**src/rtl/choose_pkg.sv**
```systemverilog
// Shared types and constants for the team-selection scene controller.
// Holds the FSM state, key-action encoding and the cursor stepping helper.
package choose_pkg;

    typedef enum logic {
        BROWSE = 1'b0,
        DONE   = 1'b1
    } state_t;

    typedef enum logic [2:0] {
        ACT_NONE  = 3'd0,
        ACT_BACK  = 3'd1,
        ACT_ENTER = 3'd2,
        ACT_LEFT  = 3'd3,
        ACT_RIGHT = 3'd4,
        ACT_VERT  = 3'd5
    } act_t;

    localparam logic [7:0] POKE_MIN  = 8'd1;
    localparam logic [7:0] POKE_MAX  = 8'd8;
    localparam int         GRID_COLS = 4;
    localparam int         TEAM_SIZE = 3;
    localparam logic [1:0] LAST_SLOT = 2'(TEAM_SIZE - 1);

    // Zero-based index: bit 2 is the row, bits 1:0 the column, so column
    // moves wrap inside the row and a vertical move just flips the row bit.
    function automatic logic [7:0] cursor_step(input logic [7:0] id, input act_t act);
        logic [2:0] idx;
        logic [2:0] nxt;
        idx = 3'(id - POKE_MIN);
        nxt = idx;
        case (act)
            ACT_LEFT:  nxt = {idx[2], idx[1:0] - 2'd1};
            ACT_RIGHT: nxt = {idx[2], idx[1:0] + 2'd1};
            ACT_VERT:  nxt = {~idx[2], idx[1:0]};
            default:   nxt = idx;
        endcase
        return {5'd0, nxt} + POKE_MIN;
    endfunction

endpackage

```
**src/rtl/frame_blinker.sv**
```systemverilog
// Cursor blink generator: toggles visibility every BLINK_FRAMES frame ticks.
// A restart pulse shows the cursor immediately and restarts the count.
module frame_blinker #(
    parameter int BLINK_FRAMES = 16
) (
    input  logic clk,
    input  logic rst,
    input  logic frame_tick,
    input  logic restart,
    output logic visible
);

    localparam logic [7:0] LAST_CNT = 8'(BLINK_FRAMES - 1);

    logic [7:0] cnt_q, cnt_d;
    logic       vis_q, vis_d;

    always_comb begin
        cnt_d = cnt_q;
        vis_d = vis_q;
        if (restart) begin
            cnt_d = 8'd0;
            vis_d = 1'b1;
        end else if (frame_tick) begin
            if (cnt_q == LAST_CNT) begin
                cnt_d = 8'd0;
                vis_d = ~vis_q;
            end else begin
                cnt_d = cnt_q + 8'd1;
            end
        end
    end

    always_ff @(posedge clk or posedge rst) begin
        if (rst) begin
            cnt_q <= 8'd0;
            vis_q <= 1'b1;
        end else begin
            cnt_q <= cnt_d;
            vis_q <= vis_d;
        end
    end

    assign visible = vis_q;

endmodule

```
**src/rtl/choose_ctrl.sv**
```systemverilog
// Choose-scene controller: cursor navigation over a 2x4 grid, team picking
// with duplicate rejection and un-pick, plus the cursor blink phase.
module choose_ctrl
    import choose_pkg::*;
#(
    parameter int BLINK_FRAMES = 16
) (
    input  logic       clk,
    input  logic       rst,
    input  logic       en,
    input  logic       key_left,
    input  logic       key_right,
    input  logic       key_up,
    input  logic       key_down,
    input  logic       key_enter,
    input  logic       key_back,
    input  logic       frame_tick,
    output logic [7:0] pokemon_id,
    output logic       cursor_visible,
    output logic [7:0] team_0,
    output logic [7:0] team_1,
    output logic [7:0] team_2,
    output logic [1:0] team_cnt,
    output logic       sel_done,
    output logic       err_dup
);

    state_t     state_q, state_d;
    logic [7:0] id_q, id_d;
    logic [7:0] team_q [TEAM_SIZE];
    logic [7:0] team_d [TEAM_SIZE];
    logic [1:0] cnt_q, cnt_d;
    logic       err_q, err_d;
    logic       done_q, done_d;
    act_t       act;
    logic       is_dup;
    logic       moved;

    // One action per cycle; lower-priority pulses are simply dropped.
    always_comb begin
        act = ACT_NONE;
        if (en) begin
            if (key_back)               act = ACT_BACK;
            else if (key_enter)         act = ACT_ENTER;
            else if (key_left)          act = ACT_LEFT;
            else if (key_right)         act = ACT_RIGHT;
            else if (key_up || key_down) act = ACT_VERT;
        end
    end

    // Empty slots hold 0, which is never a valid cursor id.
    assign is_dup = (team_q[0] == id_q) || (team_q[1] == id_q) || (team_q[2] == id_q);

    always_comb begin
        state_d = state_q;
        id_d    = id_q;
        team_d  = team_q;
        cnt_d   = cnt_q;
        err_d   = 1'b0;
        moved   = 1'b0;
        case (state_q)
            BROWSE: begin
                case (act)
                    ACT_BACK: begin
                        if (cnt_q != 2'd0) begin
                            team_d[cnt_q - 2'd1] = 8'd0;
                            cnt_d = cnt_q - 2'd1;
                        end
                    end
                    ACT_ENTER: begin
                        if (is_dup) begin
                            err_d = 1'b1;
                        end else begin
                            team_d[cnt_q] = id_q;
                            cnt_d = cnt_q + 2'd1;
                            if (cnt_q == LAST_SLOT) state_d = DONE;
                        end
                    end
                    ACT_LEFT, ACT_RIGHT, ACT_VERT: begin
                        id_d  = cursor_step(id_q, act);
                        moved = 1'b1;
                    end
                    default: ;
                endcase
            end
            DONE: begin
                if (act == ACT_BACK) begin
                    team_d[LAST_SLOT] = 8'd0;
                    cnt_d   = LAST_SLOT;
                    state_d = BROWSE;
                end
            end
            default: state_d = BROWSE;
        endcase
        done_d = (state_d == DONE);
    end

    always_ff @(posedge clk or posedge rst) begin
        if (rst) begin
            state_q <= BROWSE;
            id_q    <= POKE_MIN;
            for (int i = 0; i < TEAM_SIZE; i++) team_q[i] <= 8'd0;
            cnt_q   <= 2'd0;
            err_q   <= 1'b0;
            done_q  <= 1'b0;
        end else begin
            state_q <= state_d;
            id_q    <= id_d;
            for (int i = 0; i < TEAM_SIZE; i++) team_q[i] <= team_d[i];
            cnt_q   <= cnt_d;
            err_q   <= err_d;
            done_q  <= done_d;
        end
    end

    frame_blinker #(
        .BLINK_FRAMES(BLINK_FRAMES)
    ) u_blink (
        .clk       (clk),
        .rst       (rst),
        .frame_tick(frame_tick),
        .restart   (moved),
        .visible   (cursor_visible)
    );

    assign pokemon_id = id_q;
    assign team_0     = team_q[0];
    assign team_1     = team_q[1];
    assign team_2     = team_q[2];
    assign team_cnt   = cnt_q;
    assign sel_done   = done_q;
    assign err_dup    = err_q;

endmodule
```
**config.mk**
```make
export PLATFORM = sky130hd
export DESIGN_NAME = choose_ctrl
export DESIGN_NICKNAME = d
export VERILOG_FILES = /design/src/rtl/choose_pkg.sv /design/src/rtl/frame_blinker.sv /design/src/rtl/choose_ctrl.sv
export SDC_FILE = /design/constraint.sdc
export NUM_CORES = 1
export LEC_CHECK = 0
export ABC_CLOCK_PERIOD_IN_PS = 3100
export CORE_UTILIZATION = 30
export CTS_CLUSTER_DIAMETER = 150
export DETAILED_ROUTE_END_ITERATION = 6
export GPL_TIMING_DRIVEN = 0
export PLACE_DENSITY_LB_ADDON = 0.3
export SLEW_MARGIN = 40
export SYNTH_ARGS = -nofsm -noshare
export SYNTH_HDL_FRONTEND = slang
export SYNTH_SLANG_ARGS = --single-unit
export TNS_END_PERCENT = 10
```
**constraint.sdc**
```tcl
create_clock -name clk -period 3.1 [get_ports clk]
set_input_delay 0.31 -clock clk [delete_from_list [all_inputs] [get_ports clk]]
set_output_delay 0.31 -clock clk [all_outputs]
set_load 0.02 [all_outputs]
```
# After elaboration in Yosys (flattened, before gate mapping)
# Cells that the tools add are included.
# op_classes
addsub,7
magnitude_cmp,4
n_eq_ne,16
muxes,40
n_bitwise,7
reduce_logical,14
# ops
operator,count
24-bit two-way mux,2
8-bit two-way mux,6
24-bit one-hot mux with 2 select lines,1
8-bit demux with 2-bit select,2
24-bit AND,1
24-bit bitwise mux,1
8-bit by 4-bit == test with 1-bit output,3
3-bit two-way mux,8
24-bit inverter,1
8-bit one-hot mux with 2 select lines,1
1-bit two-way mux,12
3-bit one-hot mux with 3 select lines,1
8-bit by 1-bit adder with 8-bit output (second input constant),1
8-bit by 4-bit == test with 1-bit output (second input constant),1
2-bit one-hot mux with 2 select lines,2
4-bit AND reduction,2
2-bit nonzero test,4
3-bit by 2-bit == test with 1-bit output (second input constant),2
3-bit == test (second input constant),2
3-bit >= comparator (second input constant),2
3-bit by 1-bit < comparator with 1-bit output (second input constant),2
2-bit two-way mux,3
3-bit inequality test (second input constant),2
2-bit inverter with 3-bit output,2
other kinds (15),24
# totals
register_bits,41
inputBits,10
out_inout_bits,37
wordCells,97

# Logic depth before layout (Yosys ltp)
# depth
word_depth,13
ltp_mapped,9
ltp_nobuf,7

# Cells and area by module
# A second synthesis with hierarchy kept.
# unflattened
hier_cells,225
area_unflattened_um2,2393.5
# modules_own_cells
mod,instances,cells_each,area_each_um2,seq_area_each_um2
choose_ctrl,1,179,1936.9,802.0
frame_blinker,1,46,456.7,226.5

# Worst setup path before layout
# OpenSTA, ideal clock, no wires.
# synth_timing
kind,flip-flop to flip-flop
start,"reg id_q[0], in the netlist pokemon_id[0]"
end,"reg cnt_q[0], in the netlist team_cnt[0]"
setup_ns,0.133
t_arrival_ns,1.883
t_required_ns,2.967
slack_ns,1.084
path_stages_with_launch,10
n_path_buf,3
synth_period_minus_slack_ns,2.016
path_cell_list,dfstp_2 > buf_4 > xor2_1 > nor3_2 > a31oi_1 > and4_1 > buf_6 > buf_6 > nand3b_1 > o211ai_1
# synth_between
elab_chain_cells,5
word_cells_on_any_way,7
cone_classes,eq/ne (4); reduce/logical (3)
# synth_rtl
item,line,text
"start, declared",choose_ctrl.sv:29,"logic [7:0] id_q, id_d;"
"start signal, assigned",choose_ctrl.sv:108,id_q <= id_d;
8-bit by 4-bit == test with 1-bit output,choose_ctrl.sv:52,assign is_dup = (team_q[0] == id_q) || (team_q[1] == id_q) || (team_q[2] == id_q);
1-bit logical OR,choose_ctrl.sv:52,
1-bit logical OR *,choose_ctrl.sv:52,
3-bit inequality test (no line) *,n/a,
4-bit AND reduction (no line) *,n/a,
"end signal, assigned",choose_ctrl.sv:110,cnt_q <= cnt_d;
"end, declared",choose_ctrl.sv:32,"logic [1:0] cnt_q, cnt_d;"
# Mark *: on every way between the ends. The rest lies on a longest branch, timed or not.
# A chain may end at the register's enable or synchronous reset.

# Worst setup path in the final report
# layout_timing
start,"reg id_q[0], in the netlist pokemon_id[0]"
end,"reg team_q, in the netlist team_0[2]"
# layout_between
elab_chain_cells,5
word_cells_on_any_way,7
cone_classes,eq/ne (4); reduce/logical (3)
# layout_rtl
item,line,text
8-bit by 4-bit == test with 1-bit output,choose_ctrl.sv:52,
1-bit logical OR,choose_ctrl.sv:52,
1-bit logical OR *,choose_ctrl.sv:52,
2-bit inequality test (no line) *,n/a,
4-bit AND reduction (no line) *,n/a,
"end, declared",choose_ctrl.sv:30,logic [7:0] team_q [TEAM_SIZE];
# Marked as above.

==> out/results.txt <==
Outcome = finished, final reports clean
Dominant delay contributor by cell family on the critical path = flip-flops
Setup slack of the worst register-to-register path = 0.97 ns
Antenna viol nets, final = 0
Core region area = 0.00691 mm^2
Min-delay worst type = input pin to asynchronous set/reset pin
Most instantiated library cell after synthesis = dfrtp_1
Total number of vias = 1694
CP arrival = 2.31 ns
Post-layout min period = 2.13 ns
CP max-delay cell = dfstp_2
Placed cells = 349
Routed length per placed instance = 13.4 um
Maximum cell stage delay along the critical path = 0.54 ns
Leading area contributor after synthesis = dfrtp_1
Area added between synthesis and finish = 28.8%
FFs w/ async S/R, synth = 1.00
Number of DRC markers after the initial detailed-route iteration = 89
Clock Sinks = 41
Largest fanout on the critical path = 10
Number of buffers and inverters on the critical path = 3
Number of H-tree levels = 2
Via count of the first global-routing pass = 1477
Post-Synthesis Cell Area = 0.00219 mm^2
DIE AREA = 0.00764 mm^2
Prevailing post-synth register cell = dfrtp_1
Endpoint kind of the worst setup timing path = flip-flop
Final number of hold-violating endpoints = 0
Aggregate global routing overflow = 0
Number of primary I/O pins = 47
Max-cap viol count = 0
Count of antenna diodes in the layout = 0
Unrepaired setup endpoints after global routing = false
Worst vdd rail ir drop = 0.285 mV
Count of mapped cells out of synthesis = 209
Sum of internal, switching and leakage power = 2.33 mW
Fillers = 692
Area share of the largest cell type after synthesis = 0.446
Clock-pin slew of the registers on the worst-case setup and hold paths = 0.08 ns
Setup TNS = 0 ns
Worst setup startpoint = pokemon_id[0]
Top cells by area in the synthesized netlist = dfrtp_1, a32o_1, xor2_1
Die outline height = 87.4 um
Antenna violations before repair = 0
Skew-Pair Late Insertion Delay = 0.30 ns
List of most frequent post-synthesis cells = dfrtp_1, nor2_1, a32o_1, and2_1, xor2_1
Required time at the worst-slack endpoint = 3.29 ns
Worst slew pin tran = 0.670 ns
Count of cell types in the netlist = 44
Clock Skews = 0.00687 ns
Kind of start point of the critical path = flip-flop
CP most frequent cell = buf_6
Post-synthesis sequential element count = 41
Number of warning messages in the yosys log = 0
First-pass GRT wire length = 7650 um
Post-DP Area = 0.00273 mm^2
Final setup violation count = 0
Worst path setup slack after routing = 0.972 ns
Net total in the final layout = 277
Pre-CTS worst setup slack = 0.663 ns
Total half-perimeter wirelength after legalization and detailed placement = 3420 um
Number of enable flip-flop cells after synthesis = 0
Fin area = 0.00282 mm^2
Count of instances resized after the clock tree is built = 0
Fin. max-slew vios = 0
Initial core utilization = 0.317
Upper clock frequency limit = 470 MHz
Vias per cell = 4.76
Final cell count without fillers = 356
Number of hold buffers added after cts = 0
Routability-driven placement congestion ratio = 0.734
Period Utilization, post-route = 0.686
Number of buffers inserted by post-CTS setup repair = 0
Critical register-to-register path startpoint = pokemon_id[0]
Detailed Routing Iterations Pass 1 = 4
DR DRC count = 0
Tightest slew margin relative to the limit = 0.551
GRT Total Usage = 0.135
TritonCTS clock tree = done
Cells traversed along the worst timing path = buf_4 -> xor2_1 -> nor3_2 -> a31oi_1 -> and4_1 -> buf_6 -> buf_6 -> a32o_1
Total power divided by cell area = 828 mW/mm^2
End-of-flow core utilization = 0.408
Horiz. Die Dim = 87.4 um
Sum of routed wire length over all layers = 4750 um
Clock buffers created by TritonCTS = 5
Leakage power = 1.23 nW
Smallest hold slack = 0.396 ns
Clock Root Buffer = clkbuf_8
Mean cell area of the mapped netlist = 10.5 um^2
Sequential share of the synthesized area = 0.470
Path type of the worst setup path = flip-flop to flip-flop
Largest net degree at the start of global routing = 42
Largest buffer count on any clock path = 2
Share of final-layout standard cells stronger than drive strength 1 = 0.104
Row count = 30
I/O Buffers = 41
## logic make-up after synthesis
| kind of cell | count (synthesis) | synth area share |
|---|---|---|
| AND/OR/NAND/NOR | 73 | 0.186 |
| other | 1 | 0.00171 |
| multiplexers | 3 | 0.0149 |
| buffers and inverters | 23 | 0.0601 |
| AO/OA/AOI/OAI | 40 | 0.143 |
| XOR/XNOR | 21 | 0.0841 |
| flip-flops | 41 | 0.470 |
| adder cells (fa/ha/maj) | 7 | 0.0400 |
## path summary, 6_finish.rpt
path | endpoint | depth (start not counted)
max in group asynchronous | u_blink.visible | 2
min in group clk | u_blink.cnt_q[1] | 3
min reg2reg | team_0[5] | 1
max reg2reg | team_0[2] | 8
min | u_blink.cnt_q[3] | 2
max | team_0[2] | 8
## sequential cells by signal, indices dropped and copies added, names as in the netlist
| register | flops |
|---|---|
| team_0 | 8 |
| u_blink.visible | 1 |
| pokemon_id | 4 |
| team_cnt | 2 |
| team_1 | 8 |
| team_2 | 8 |
| err_dup | 1 |
| sel_done | 1 |
| u_blink.cnt_q | 8 |
## layer usage
metal,vias to the layer above,part of all wire,global-route usage
li1,842,-,-
met1,798,0.49,0.197
met2,48,0.43,0.186
met3,6,0.057,0.0351
met4,0,0.018,0.0537
met5,-,0,0
## layout make-up
| cell class | count | area [um^2] | share of cell area |
|---|---|---|---|
| inverters | 9 | 36.3 | 0.0129 |
| flip-flops and latches | 41 | 1030 | 0.365 |
| repair buffers | 41 | 410 | 0.146 |
| plain buffers | 14 | 97.6 | 0.0346 |
| clock buffers | 7 | 86.3 | 0.0306 |
| multi-input cells | 148 | 1040 | 0.369 |
| well taps | 96 | 120 | 0.0426 |
## layout by cell type (no fill, tap or decap), types with 2 or more instances in the layout
cell type	count
clkdlybuf4s50_1	41
dfrtp_1	39
nor2_1	16
xor2_1	12
and2_1	12
a32o_1	12
xnor2_1	9
nand2_1	9
inv_1	8
a21oi_1	8
ha_1	7
nor3_1	6
o21ai_0	6
clkbuf_8	6
buf_4	5
clkbuf_1	4
nand2b_1	4
nor4_1	4
nand3_1	4
conb_1	4
nand4_1	3
buf_2	3
buf_6	3
and3_1	3
nor3b_1	3
a211oi_1	2
or3_1	2
nand3b_1	2
mux2_2	2
a21o_1	2
o211ai_1	2
dfstp_2	2
## power breakdown
part	total [mW]	switching (mW)	internal, mW	leakage [nW]
combinational	1.19	0.644	0.542	0.638
sequential	0.787	0.119	0.668	0.545
clock	0.360	0.183	0.177	0.0443
total	2.33	0.946	1.39	1.23
Power figures use the tool's default switching activity.
